File: src/rtl/mld_pkg.sv
// Shared types, default (15,7) code constants and helpers for the
// cyclic majority-logic ping-pong decoder.
package mld_pkg;

  typedef enum logic [1:0] {
    BANK_EMPTY     = 2'd0,
    BANK_LOADING   = 2'd1,
    BANK_FULL      = 2'd2,
    BANK_DECODING  = 2'd3
  } bank_state_t;

  localparam logic [8:0]  DEF_GEN_POLY  = 9'b1_1101_0001;
  localparam logic [31:0] DEF_CHK_MASKS = 32'h4522_0880;

  function automatic int unsigned popcount(input logic [31:0] v);
    int unsigned n = 0;
    for (int i = 0; i < 32; i++) n += 32'(v[i]);
    return n;
  endfunction

endpackage

File: src/rtl/mld_codeword_bank.sv
// One codeword bank: N-bit receive buffer, R-bit syndrome register,
// bank state and the correction-enable flag latched with the first bit.
module mld_codeword_bank
  import mld_pkg::*;
#(
  parameter int             N        = 15,
  parameter int             K        = 7,
  parameter logic [N-K:0]   GEN_POLY = DEF_GEN_POLY
) (
  input  logic             clk,
  input  logic             reset,
  input  logic             i_load,
  input  logic             i_load_bit,
  input  logic             i_load_corr,
  input  logic             i_load_last,
  input  logic             i_step,
  input  logic             i_step_last,
  input  logic             i_e,
  output bank_state_t      o_state,
  output logic             o_msb,
  output logic [N-K-1:0]   o_syn,
  output logic [N-K-1:0]   o_syn_next,
  output logic             o_corr
);

  localparam int R = N - K;

  bank_state_t    r_state;
  logic [N-1:0]   r_buf;
  logic [R-1:0]   r_syn;
  logic           r_corr;

  // Multiply by x modulo g(x), then add b at s0.
  function automatic logic [R-1:0] syn_shift(input logic [R-1:0] s, input logic b);
    return {s[R-2:0], b} ^ (s[R-1] ? GEN_POLY[R-1:0] : '0);
  endfunction

  // NOTE: state registers use non-blocking assignments so every flop samples pre-edge values.
  // NOTE: the buffer is a handful of flops, so it is reset with everything else.
  always_ff @(posedge clk or negedge reset) begin
    if (!reset) begin
      r_state <= BANK_EMPTY;
      r_buf   <= '0;
      r_syn   <= '0;
      r_corr  <= 1'b0;
    end else if (i_load) begin
      r_buf <= {r_buf[N-2:0], i_load_bit};
      if (r_state == BANK_EMPTY) begin
        r_syn  <= {{(R-1){1'b0}}, i_load_bit};
        r_corr <= i_load_corr;
      end else begin
        r_syn <= syn_shift(r_syn, i_load_bit);
      end
      r_state <= i_load_last ? BANK_FULL : BANK_LOADING;
    end else if (i_step) begin
      r_buf   <= {r_buf[N-2:0], r_buf[N-1]};
      r_syn   <= o_syn_next;
      r_state <= i_step_last ? BANK_EMPTY : BANK_DECODING;
    end
  end

  assign o_state    = r_state;
  assign o_msb      = r_buf[N-1];
  assign o_syn      = r_syn;
  assign o_syn_next = syn_shift(r_syn, i_e);
  assign o_corr     = r_corr;

endmodule

File: src/rtl/mld_cyclic_pingpong_decoder.sv
// Type-I one-step majority-logic decoder for cyclic (N,K) codes with two
// ping-pong banks; the majority gate and output register are shared.
module mld_cyclic_pingpong_decoder
  import mld_pkg::*;
#(
  parameter int                   N         = 15,
  parameter int                   K         = 7,
  parameter logic [N-K:0]         GEN_POLY  = DEF_GEN_POLY,
  parameter int                   J         = 4,
  parameter logic [J*(N-K)-1:0]   CHK_MASKS = DEF_CHK_MASKS,
  parameter int                   THRESH    = 3,
  parameter bit                   INFO_ONLY = 1'b0
) (
  input  logic                    clk,
  input  logic                    reset,
  input  logic                    in_valid,
  input  logic                    in_bit,
  output logic                    in_ready,
  input  logic                    correct_errors,
  output logic                    out_valid,
  output logic                    out_bit,
  output logic                    out_last,
  input  logic                    out_ready,
  output logic [$clog2(N+1)-1:0]  err_count,
  output logic                    out_fail
);

  localparam int                R         = N - K;
  localparam int                CW        = $clog2(N + 1);
  localparam int                STEPS     = INFO_ONLY ? K : N;
  localparam logic [CW-1:0]     LAST_BIT  = CW'(N - 1);
  localparam logic [CW-1:0]     LAST_STEP = CW'(STEPS - 1);
  localparam int unsigned       THRESH_U  = THRESH;

  logic           r_load_ptr, r_dec_ptr;
  logic [CW-1:0]  r_load_cnt, r_step, r_err_acc, r_err_pend, r_err_count;
  logic           r_fail_pend, r_out_fail;
  logic           r_out_valid, r_out_bit, r_out_last;

  bank_state_t    w_state    [2];
  logic           w_msb      [2];
  logic [R-1:0]   w_syn      [2];
  logic [R-1:0]   w_syn_next [2];
  logic           w_corr     [2];

  logic           w_in_fire, w_load_last, w_src_avail, w_take, w_step_last, w_e;
  logic [J-1:0]   w_chk;

  assign in_ready    = (w_state[r_load_ptr] == BANK_EMPTY) || (w_state[r_load_ptr] == BANK_LOADING);
  assign w_in_fire   = in_valid && in_ready;
  assign w_load_last = (r_load_cnt == LAST_BIT);
  assign w_src_avail = (w_state[r_dec_ptr] == BANK_FULL) || (w_state[r_dec_ptr] == BANK_DECODING);
  // The output register is refilled whenever it is empty or being consumed.
  assign w_take      = w_src_avail && (!r_out_valid || out_ready);
  assign w_step_last = (r_step == LAST_STEP);

  for (genvar b = 0; b < 2; b++) begin : g_bank
    mld_codeword_bank #(.N(N), .K(K), .GEN_POLY(GEN_POLY)) u_bank (
      .clk         (clk),
      .reset       (reset),
      .i_load      (w_in_fire && (r_load_ptr == 1'(b))),
      .i_load_bit  (in_bit),
      .i_load_corr (correct_errors),
      .i_load_last (w_load_last),
      .i_step      (w_take && (r_dec_ptr == 1'(b))),
      .i_step_last (w_step_last),
      .i_e         (w_e),
      .o_state     (w_state[b]),
      .o_msb       (w_msb[b]),
      .o_syn       (w_syn[b]),
      .o_syn_next  (w_syn_next[b]),
      .o_corr      (w_corr[b])
    );
  end

  // NOTE: give every always_comb output a default first so no latch is inferred.
  always_comb begin
    w_chk = '0;
    for (int j = 0; j < J; j++) w_chk[j] = ^(w_syn[r_dec_ptr] & CHK_MASKS[j*R +: R]);
  end

  assign w_e = w_corr[r_dec_ptr] && (popcount(32'(w_chk)) >= THRESH_U);

  always_ff @(posedge clk or negedge reset) begin
    if (!reset) begin
      r_load_ptr  <= 1'b0;
      r_dec_ptr   <= 1'b0;
      r_load_cnt  <= '0;
      r_step      <= '0;
      r_err_acc   <= '0;
      r_err_pend  <= '0;
      r_err_count <= '0;
      r_fail_pend <= 1'b0;
      r_out_fail  <= 1'b0;
      r_out_valid <= 1'b0;
      r_out_bit   <= 1'b0;
      r_out_last  <= 1'b0;
    end else begin
      if (w_in_fire) begin
        if (w_load_last) begin
          r_load_cnt <= '0;
          r_load_ptr <= ~r_load_ptr;
        end else begin
          r_load_cnt <= r_load_cnt + 1'b1;
        end
      end

      if (w_take) begin
        r_out_valid <= 1'b1;
        r_out_bit   <= w_msb[r_dec_ptr] ^ w_e;
        r_out_last  <= w_step_last;
        if (w_step_last) begin
          r_step      <= '0;
          r_dec_ptr   <= ~r_dec_ptr;
          r_err_acc   <= '0;
          r_err_pend  <= r_err_acc + {{(CW-1){1'b0}}, w_e};
          r_fail_pend <= (INFO_ONLY == 1'b0) && (|w_syn_next[r_dec_ptr]);
        end else begin
          r_step    <= r_step + 1'b1;
          r_err_acc <= r_err_acc + {{(CW-1){1'b0}}, w_e};
        end
      end else if (out_ready) begin
        r_out_valid <= 1'b0;
        r_out_last  <= 1'b0;
      end

      // Per-word status becomes visible only once the sink takes the last bit.
      if (r_out_valid && out_ready && r_out_last) begin
        r_err_count <= r_err_pend;
        r_out_fail  <= r_fail_pend;
      end
    end
  end

  assign out_valid = r_out_valid;
  assign out_bit   = r_out_bit;
  assign out_last  = r_out_last;
  assign err_count = r_err_count;
  assign out_fail  = r_out_fail;

endmodule

File: config.mk
export PLATFORM = sky130hd
export DESIGN_NAME = mld_cyclic_pingpong_decoder
export DESIGN_NICKNAME = d
export VERILOG_FILES = /design/src/rtl/mld_pkg.sv /design/src/rtl/mld_codeword_bank.sv /design/src/rtl/mld_cyclic_pingpong_decoder.sv
export SDC_FILE = /design/constraint.sdc
export NUM_CORES = 1
export LEC_CHECK = 0
export CORE_MARGIN = 2
export CORE_UTILIZATION = 47
export DETAILED_ROUTE_END_ITERATION = 16
export PLACE_DENSITY = 0.76
export RECOVER_POWER = 25
export SLEW_MARGIN = 20
export SYNTH_ARGS = -nofsm -noshare
export SYNTH_HDL_FRONTEND = slang
export SYNTH_SLANG_ARGS = --single-unit
File: constraint.sdc
create_clock -name clk -period 3.3 [get_ports clk]
set_input_delay 0.66 -clock clk [delete_from_list [all_inputs] [get_ports clk]]
set_output_delay 0.66 -clock clk [all_outputs]
set_load 0.02 [all_outputs]
=== Yosys cells after proc, flatten, opt, wreduce, memory -nomap -nowiden ===
Cells that the tools add are included.

* Magnitude comparators: 3
* Add/subtract/negate cells: 6
* Mux-type cells: 42
* Equality and inequality tests: 5
* Bitwise gates (word level): 9
* Reduce and logical (&&, ||, !) cells: 28

{| class="wikitable"
|+ Operator list
! kind !! number
|-
| 8-bit two-way mux || 14
|-
| 15-bit two-way mux || 4
|-
| 8-bit XOR reduction || 4
|-
| 8-bit bitwise XOR || 4
|-
| 2-bit two-way mux || 12
|-
| 4-bit two-way mux || 3
|-
| 1-bit logical AND || 9
|-
| 1-bit two-way mux || 9
|-
| 4-bit by 1-bit adder with 4-bit output (second input constant) || 2
|-
| 4-bit == test (second input constant) || 2
|-
| 2-bit AND reduction || 4
|-
| 8-bit OR reduction || 1
|-
| 2-bit logical NOT || 3
|-
| 2-bit nonzero test || 3
|-
| 3-bit by 1-bit adder with 4-bit output || 1
|-
| 4-bit by 1-bit adder with 4-bit output || 1
|-
| 2-bit == test (second input constant) || 2
|-
| 2-bit >= comparator (second input constant) || 2
|-
| 4-bit by 2-bit >= comparator with 1-bit output (second input constant) || 1
|-
| 1-bit inverter with 2-bit output || 2
|-
| 2-bit by 1-bit adder with 3-bit output || 1
|-
| 1-bit logical OR || 3
|-
| 1-bit by 1-bit adder with 2-bit output || 1
|-
| 2-bit by 1-bit == test with 1-bit output (second input constant) || 1
|-
| 3 further kinds || 4
|}

* Output and inout port bits: 9
* Input bits: 6
* Register bits after elaboration: 79

=== Depth between registers and ports, before layout ===
Gate-level depths: netlist of the first run.

* Depth after elaboration: 15
* Mapped depth: 14

=== Hierarchy ===
From an unflattened synthesis of the first run, not the netlist that was laid out.

* Cells, all modules: 295
* Area total of the unflattened synthesis: 3890.0 µm²

{| class="wikitable"
|+ Modules (own cells, without submodules)
! module !! area each (µm²) !! cells an instance !! seq. area each (µm²) !! times used
|-
| mld_codeword_bank || 1146.1 || 77 || 650.6 || 2
|-
| mld_cyclic_pingpong_decoder || 1597.8 || 141 || 675.6 || 1
|}

=== Worst setup path before layout of the first run ===
No wires, ideal clock.

* Path kind: reg-to-reg
* Start point: register r_dec_ptr
* End point: register r_err_pend[1]
* Data arrival time: 3.081 ns
* Buffers on the path: 2
* Path slack: 0.094 ns
* Setup time: 0.125 ns
* Cell stages (with the launch flop): 12
* Cells stage by stage: dfrtp_1 > buf_6 > buf_2 > mux2_2 > fa_1 > ha_1 > ha_1 > a21oi_1 > nor2_4 > ha_1 > ha_1 > mux2_2

* Cells in the longest elaborated chain, start to end: 11

{| class="wikitable"
|+ Ends and longest elaborated chain
! what !! line !! source
|-
| start: declaration || mld_cyclic_pingpong_decoder.sv:35 || <nowiki>logic r_load_ptr, r_dec_ptr;</nowiki>
|-
| start signal: assignment || mld_cyclic_pingpong_decoder.sv:114 || <nowiki>r_dec_ptr <= ~r_dec_ptr;</nowiki>
|-
| 1-bit inverter with 2-bit output (not written as such) (*) || mld_cyclic_pingpong_decoder.sv:52, mld_cyclic_pingpong_decoder.sv:79, mld_cyclic_pingpong_decoder.sv:82 ||
|-
| 8-bit two-way mux (not written as such) (3 in series) || mld_cyclic_pingpong_decoder.sv:79 || <nowiki>for (int j = 0; j < J; j++) w_chk[j] = ^(w_syn[r_dec_ptr] & CHK_MASKS[j*R +: R]);</nowiki>
|-
| 8-bit XOR reduction || mld_cyclic_pingpong_decoder.sv:79 ||
|-
| 1-bit by 1-bit adder with 2-bit output || mld_pkg.sv:17 || <nowiki>for (int i = 0; i < 32; i++) n += 32'(v[i]);</nowiki>
|-
| 2-bit by 1-bit adder with 3-bit output || mld_pkg.sv:17 ||
|-
| 3-bit by 1-bit adder with 4-bit output || mld_pkg.sv:17 ||
|-
| 4-bit by 2-bit >= comparator with 1-bit output || mld_cyclic_pingpong_decoder.sv:82 || <nowiki>assign w_e = w_corr[r_dec_ptr] && (popcount(32'(w_chk)) >= THRESH_U);</nowiki>
|-
| 1-bit logical AND || mld_cyclic_pingpong_decoder.sv:82 ||
|-
| 4-bit by 1-bit adder with 4-bit output || mld_cyclic_pingpong_decoder.sv:116 || <nowiki>r_err_pend <= r_err_acc + {{(CW-1){1'b0}}, w_e};</nowiki>
|-
| end signal: assignment || mld_cyclic_pingpong_decoder.sv:116 ||
|-
| end: declaration || mld_cyclic_pingpong_decoder.sv:36 || <nowiki>logic [CW-1:0] r_load_cnt, r_step, r_err_acc, r_err_pend, r_err_count;</nowiki>
|}

Mark *: on every way between the ends. The rest lies on a longest branch, timed or not. The select of a mux whose other input is x is not followed.
A chain may end at the register's enable or synchronous reset.

=== Worst setup path after layout of the first run ===
* Start point: register g_bank[1].u_bank.r_syn[6]
* End point: register r_err_pend[1]

* Cells in the longest elaborated chain, start to end: 8

{| class="wikitable"
|+ Ends and longest elaborated chain
! what !! line !! source
|-
| start: declaration || mld_codeword_bank.sv:30 || <nowiki>logic [R-1:0] r_syn;</nowiki>
|-
| start signal: assignment || mld_codeword_bank.sv:49 || <nowiki>r_syn <= {{(R-1){1'b0}}, i_load_bit};</nowiki>
|-
| start signal: assignment || mld_codeword_bank.sv:52 || <nowiki>r_syn <= syn_shift(r_syn, i_load_bit);</nowiki>
|-
| start signal: assignment || mld_codeword_bank.sv:57 || <nowiki>r_syn <= o_syn_next;</nowiki>
|-
| 8-bit two-way mux (not written as such) (3 in series) || mld_cyclic_pingpong_decoder.sv:79 ||
|-
| 8-bit XOR reduction || mld_cyclic_pingpong_decoder.sv:79 ||
|-
| 3-bit by 1-bit adder with 4-bit output || mld_pkg.sv:17 ||
|-
| 4-bit by 2-bit >= comparator with 1-bit output || mld_cyclic_pingpong_decoder.sv:82 ||
|-
| 1-bit logical AND || mld_cyclic_pingpong_decoder.sv:82 ||
|-
| 4-bit by 1-bit adder with 4-bit output || mld_cyclic_pingpong_decoder.sv:116 ||
|}

Every way passes these cells. The select of a mux whose other input is x is not followed.

==> flow_summary.json, run 1 <==
{
  "status": "finished with violations",
  "violations": "max-capacitance violations, max-slew violations",
  "fin_crit_ns": 3.05,
  "antenna_cells": 0,
  "area_delta_synth_final_pct": 11.8,
  "setup_viol": 0,
  "relSlewSlack": -0.266,
  "synth_edf_count": 0,
  "cts_buffers": 9,
  "path_cells": "xnor2_1 -> xnor2_1 -> nand2_1 -> o21ai_0 -> fa_1 -> ha_1 -> ha_1 -> a21oi_2 -> nor2_4 -> ha_1 -> ha_1 -> mux2_2",
  "synth_area_um2": 3740,
  "critPathCaptureType": "flop",
  "ctsHoldBuffers": 0,
  "synthArstFlopShare": 1.00,
  "fin_tns_setup_ns": 0,
  "globalplace.congestion": 0.894,
  "dr_total_vias": 2513,
  "drv_slew": 80,
  "synth_seq_cells": 79,
  "grt_use_total": 0.169,
  "drt_pass1_iterations": 4,
  "synth_area_per_cell_um2": 11.0,
  "drive_gt1_frac": 0.162,
  "drtIter0Drc": 101,
  "clk_pin_slew_ns": 0.08,
  "hold_violations": 0,
  "ios": 15,
  "drv_cap": 1,
  "grt_pass1_vias": 2481,
  "syn_nets": 352,
  "seq_area_frac_synth": 0.529,
  "cts_resized": 0,
  "cts_setup_buffers": 0,
  "drtAntennaViolNets": 0,
  "synth_cells": 341,
  "cp-start-kind": "flop",
  "synth_cell_types": 58,
  "clock.fmax_ghz": 0.328,
  "grt_setup_unrepaired": "no",
  "grt_antenna_before_repair": 0,
  "clk_path_buf_depth": 2,
  "num_rows": 32,
  "die-area_um2": 8680,
  "hold_path_class": "flop to flop",
  "critPathMaxFanout": 6,
  "clock-root-buffer": "clkbuf_8",
  "skew_ns": 0.0127,
  "dp_hpwl_um": 4510,
  "grt_max_degree": 80,
  "crit_top_cell": "ha_1",
  "cts.sinks": 79,
  "core_um2": 7730,
  "crit_slowest_cell": "fa_1",
  "die_h_um": 93.2,
  "overflow": 0,
  "drc_errors": 0,
  "p_total_mw": 3.52,
  "wl_um": 6550,
  "path_class": "flop to flop",
  "cts_tree": "built",
  "routedWlPerCell_um": 14.0,
  "arrival_ns": 3.28,
  "top_layer": "met4",
  "wl_met3_um": 143,
  "yosysWarnings": 0,
  "wl_met1_um": 3230,
  "period_share": 0.925,
  "worst_pin_slew_ns": 1.90,
  "start_util": 0.484,
  "required_ns": 3.53,
  "wl_met2_um": 3140,
  "die_width_um": 93.2,
  "htree_levels": 3,
  "peakVddDrop_mv": 0.516,
  "grt_pass1_wl_um": 11800,
  "power.density_nw_per_um2": 842,
  "viasPerCell": 5.39,
  "power.leakage_nw": 2.00,
  "port_buffers": 14,
  "max_stage_delay_ns": 0.46,
  "clkLatencyLatePin_ns": 0.34,
  "final_nets": 371,
  "synthFlopType": "dfrtp_1"
}
-- cell usage after synthesis (3+ instances only) --
master	count	share of area
nor2b_1	6	0.010
nor2_1	13	0.013
ha_1	4	0.013
a21oi_1	10	0.013
nand3_1	7	0.0094
a22o_1	6	0.014
o21ai_1	7	0.0094
xor2_1	9	0.021
xnor2_1	7	0.016
buf_2	9	0.012
dfrtp_1	79	0.53
and2_1	4	0.0067
mux2_2	22	0.066
inv_1	4	0.0040
nor3_1	3	0.0040
o21ai_0	12	0.016
mux2i_1	6	0.016
mux2_1	4	0.012
o22ai_1	5	0.0084
nand2_1	73	0.073
-- kinds of logic after synthesis --
logic type,share of synthesized area
xor+xnor,0.0375
simple gates,0.182
compound gates,0.105
fa+ha+maj,0.0187
flops,0.529
mux,0.104
buf+inv,0.0241
-- power by group --
part / switching [mW] / internal, mW
sequential: 0.293 / 1.27
combinational: 0.661 / 0.593
clock: 0.322 / 0.386
-- cells in the final DEF, fill, tap and decap left out, types with 3 or more instances in the layout --
master | synthesis | final
mux2i_1 | 6 | 6
nor2_1 | 13 | 13
o21ai_0 | 12 | 12
ha_1 | 4 | 4
clkbuf_8 | 0 | 11
o21ai_1 | 7 | 7
nand2_1 | 73 | 73
a22o_1 | 6 | 6
o22ai_1 | 5 | 5
clkdlybuf4s50_1 | 0 | 13
xor2_1 | 9 | 9
nor2b_1 | 6 | 6
and2_1 | 4 | 4
mux2_1 | 4 | 4
a21oi_1 | 10 | 9
buf_4 | 0 | 7
xnor2_1 | 7 | 7
inv_1 | 4 | 4
nand3_1 | 7 | 7
dfrtp_1 | 79 | 79
mux2_2 | 22 | 22
nor3_1 | 3 | 3
-- per-stage QoR --
step / setup slack, ns / area (um^2) / hold slack, ns / cells / utilization
floorplan: 0.0942 / 3740 / 0.364 / 341 / -
CTS: 0.187 / 4180 / 0.473 / 466 / 0.541
detailed placement: 0.216 / 3980 / 0.456 / 451 / 0.515
global placement: 0.269 / 3980 / 0.450 / 451 / 0.515
finish: 0.249 / 4180 / 0.469 / 466 / 0.541
global route: 0.0330 / 4180 / 0.503 / 466 / 0.541
-- worst max-delay path, delay by kind of cell, from the launching register on --
| family | cells | cell delay (ns) |
|---|---|---|
| compound gates | 2 | 0.31 |
| xor+xnor | 2 | 0.33 |
| fa+ha+maj | 5 | 1.43 |
| flops | 1 | 0.45 |
| mux | 1 | 0.26 |
| simple gates | 2 | 0.15 |
-- per-layer routing --
layer,track usage,vias up
met5,0,-
met2,0.262,24
met3,0.0403,5
met1,0.243,1254
li1,-,1230
met4,0.0392,0
-- worst paths after layout --
check	to	depth (start not counted)	slack, ns	start
hold / removal	g_bank[1].u_bank.r_buf[1]	2	0.47	g_bank[1].u_bank.r_buf[1]
max in group asynchronous	r_fail_pend	1	1.33	reset
setup reg to reg	r_err_pend[1]	12	0.25	g_bank[1].u_bank.o_syn[6]
hold reg to reg	g_bank[1].u_bank.r_buf[1]	2	0.47	g_bank[1].u_bank.r_buf[1]
setup / recovery	r_err_pend[1]	12	0.25	g_bank[1].u_bank.o_syn[6]
min in group asynchronous	r_load_cnt[2]	1	0.84	reset
-- registers in the layout, summed over array words and instances (netlist names), 2 cells and up --
register / count
err_count: 4
g_bank.u_bank.o_corr: 2
g_bank.u_bank.o_state: 4
g_bank.u_bank.o_syn: 16
g_bank.u_bank.r_buf: 30
r_err_acc: 4
r_err_pend: 4
r_load_cnt: 4
r_step: 4
-- area by class of cell --
cell class,count,area (um^2)
fill,657,3550
sequential,79,1980
multi-input combinational,245,1680
timing repair buffer,21,188
clock buffer,12,155
tap,102,128
clock inverter,3,42.5
inverter,4,15.0
Power figures use the tool's default switching activity.
==> run 2: changes to the inputs <==
--- a/config.mk
+++ b/config.mk
@@ -5,6 +5,7 @@
 export SDC_FILE = /design/constraint.sdc
 export NUM_CORES = 1
 export LEC_CHECK = 0
+export ABC_AREA = 1
 export CORE_MARGIN = 2
 export CORE_UTILIZATION = 47
 export DETAILED_ROUTE_END_ITERATION = 16
==> run 2 against run 1 <==
  * Sequential cell count is the same
  * Synthesized cell count is 26% higher
  * Design area fell by 0.33%
  * Hold slack gained 0.0062 ns
  * Register-to-register slack worse by 0.096 ns
  * Global-route usage is 0.75 points higher
  * Core utilization is 0.10 points higher
  * Routed wire length up 5.6%
  * Critical path type unchanged
  * Clock skew fell by 0.0043 ns
  * Sequential share of layout area rose by 0.19 points
  * The flow now finishes without violations
  * Non-clock buffer count stayed put
  * Sequential power increased by 4%
==> flow_summary.json, run 2 <==
{
  "synth_area_um2": 3690,
  "reg2reg_to": "r_err_acc[2]",
  "core_um2": 7690,
  "hold_violations": 0,
  "whs_ns": 0.475,
  "period_share": 0.954,
  "drtAntennaViolNets": 0,
  "holdCritStartpoint": "g_bank[1].u_bank.r_buf[1]",
  "synth_area_per_cell_um2": 8.61,
  "clock.fmax_ghz": 0.318,
  "dp_hpwl_um": 4590,
  "power.density_nw_per_um2": 1050,
  "path_cells": "or2_4 -> o21ai_2 -> xnor2_1 -> xor2_1 -> fa_1 -> ha_1 -> ha_1 -> nand2_1 -> nand2_2 -> nand2_1 -> inv_1 -> ha_1 -> ha_2 -> xor2_2 -> nand2_1 -> o21ai_1",
  "largest_register_ffs": 30,
  "synth_cell_types": 34,
  "grt_pass1_wl_um": 12000,
  "htree_levels": 3,
  "antenna_cells": 0,
  "routedWlPerCell_um": 12.4,
  "reg2reg_depth": 16,
  "clock-root-buffer": "clkbuf_8",
  "hold_path_depth": 2,
  "max_flop_register": "g_bank.u_bank.r_buf",
  "power.leakage_nw": 2.01,
  "crit_slowest_cell": "dfrtp_2",
  "relSlewSlack": 0.0810,
  "cts.sinks": 79,
  "viasPerCell": 4.98,
  "worst_pin_slew_ns": 1.38,
  "yosysMostFrequentCell": "nand2_1",
  "critical_path_buf_inv_count": 1,
  "port_buffers": 14,
  "synthFlopType": "dfrtp_1",
  "die-area_um2": 8590,
  "synth_edf_count": 0,
  "grt_max_degree": 80,
  "cts_buffers": 9,
  "synth_top_cell_by_area": "dfrtp_1",
  "final_nets": 460,
  "r2r_start": "r_dec_ptr",
  "status": "finished, final reports clean",
  "path_class": "flop to flop",
  "synthArstFlopShare": 1.00,
  "arrival_ns": 3.42,
  "syn_nets": 440,
  "drt_pass1_iterations": 4,
  "grtUsageMet2": 0.266,
  "layout_commonest_cell": "nand2_1",
  "grt_use_total": 0.177,
  "skew_ns": 0.00838,
  "dr_total_vias": 2769,
  "critPathCaptureType": "flop",
  "clk_path_buf_depth": 2,
  "min_to": "g_bank[1].u_bank.r_buf[1]",
  "clk_pin_slew_ns": 0.08,
  "die_width_um": 92.7,
  "grt_pass1_vias": 2577,
  "critPathTopFamily": "adder cells",
  "required_ns": 3.58,
  "hold_path_class": "flop to flop",
  "grtUsageMet3": 0.0448,
  "cp-start-kind": "flop",
  "drc_errors": 0,
  "synthTopCellsByCount": "nand2_1 (138), dfrtp_1 (79), inv_1 (48)",
  "max_stage_delay_ns": 0.44,
  "peakVddDrop_mv": 0.449,
  "num-fill-cells": 694,
  "fin_tns_setup_ns": 0,
  "area_delta_synth_final_pct": 12.8,
  "met1_usage": 0.250,
  "num_rows": 32,
  "synth_cells": 429,
  "fin_crit_ns": 3.15,
  "drtIter0Drc": 202,
  "start_util": 0.481,
  "clkLatencyLatePin_ns": 0.35,
  "cts_tree": "built",
  "grt_antenna_before_repair": 0,
  "synth_seq_cells": 79,
  "seq_area_frac_synth": 0.535,
  "layout_common_cells": "nand2_1 (137), dfrtp_1 (78), inv_1 (48)",
  "setup_viol": 0,
  "drive_gt1_frac": 0.106,
  "ios": 15,
  "globalplace.congestion": 0.917,
  "seqCellArea_um2": 1980,
  "ff2ff_setup_slack_ns": 0.15,
  "ctsHoldBuffers": 0,
  "critPathMaxFanout": 5,
  "multi_input_area_um2": 1440,
  "wl_um": 6910,
  "yosys-top-cells-area": "dfrtp_1 (54%), nand2_1 (14%), o21ai_0 (5.6%)",
  "die_h_um": 92.7,
  "drv_cap": 0,
  "yosysWarnings": 0,
  "grt.busiest_layer": "met2",
  "synth_top_area_frac": 0.535,
  "drv_slew": 0,
  "overflow": 0
}
-- run 2: cell types whose count changed after synthesis, sizes merged, moves of 4 or more --
| cell | delta |
|---|---|
| nand2 | +69 |
| xnor2 | -4 |
| inv | +48 |
| and2 | -4 |
| o21ai | +50 |
| a21oi | -7 |
| a22o | -6 |
| nor2b | -6 |
| nor2 | +4 |
| nand3 | +13 |
| mux2i | -8 |
| mux2 | -24 |
-- run 2: worst min-delay path, delay by kind of cell, from the launching register on --
family	cells	cell delay [ns]
flip-flops	1	0.34
AND/OR/NAND/NOR	2	0.10
-- run 2: how the worst max path moves through the flow --
stage	start	slack, ns	depth (start not counted)	endpoint
floorplan	r_dec_ptr	0.09	17	r_err_acc[2]
global placement	r_dec_ptr	0.14	17	r_err_acc[2]
detailed placement	r_dec_ptr	-0.04	17	r_err_acc[2]
CTS	r_dec_ptr	0.04	17	r_err_acc[2]
global route	r_dec_ptr	-0.008	16	r_err_pend[2]
finish	r_dec_ptr	0.15	16	r_err_acc[2]
-- run 2: timing repair --
| item | CTS | global route |
|---|---|---|
| setup endpoints to repair | 1 | 6 |
| resized for setup | 0 | 12 |
| setup buffers | 1 | 3 |
| pin swaps | 1 | 3 |
-- run 2: cells by family (layout without fill, tap and decap cells) --
| family | Yosys count | after routing | synth area share |
|---|---|---|---|
| buffers and inverters | 64 | 89 | 0.0816 |
| xor gates and xnor gates | 10 | 10 | 0.0237 |
| adders and majority gates | 5 | 5 | 0.0190 |
| AOI/OAI and AO/OA | 81 | 81 | 0.115 |
| muxes | 2 | 2 | 0.00610 |
| and+or+nand+nor | 188 | 188 | 0.220 |
| DFF | 79 | 79 | 0.535 |
-- run 2: area by class of cell --
type / instances / area share
sequential: 79 / 0.475
timing repair buffer: 21 / 0.0450
inverter: 52 / 0.0486
clock inverter: 5 / 0.0192
multi-input combinational: 286 / 0.345
tap: 102 / 0.0306
clock buffer: 11 / 0.0363
-- run 2: per-stage QoR --
| stage | instance area [um^2] | power, mW | utilization | std cells | setup slack, ns |
|---|---|---|---|---|---|
| floorplan | 3690 | 3.09 | - | 429 | 0.0926 |
| detailed placement | 3880 | 3.50 | 0.504 | 535 | -0.0443 |
| finish | 4170 | 4.39 | 0.542 | 556 | 0.153 |
| global route | 4170 | 4.79 | 0.542 | 556 | -0.00844 |
| CTS | 4120 | 4.33 | 0.535 | 552 | 0.0410 |
| global placement | 3880 | 3.43 | 0.504 | 535 | 0.137 |
-- run 2: report_power, final --
part | switching, mW | internal (mW)
Combinational | 1.23 | 0.736
Clock | 0.338 | 0.466
Sequential | 0.260 | 1.36
Total | 1.83 | 2.56
-- run 2: layer usage --
metal  part of all wire  up-vias
met1               0.49     1312
met2               0.46       53
met3              0.036        4
li1                   -     1400
met5                  0        -
met4             0.0093        0
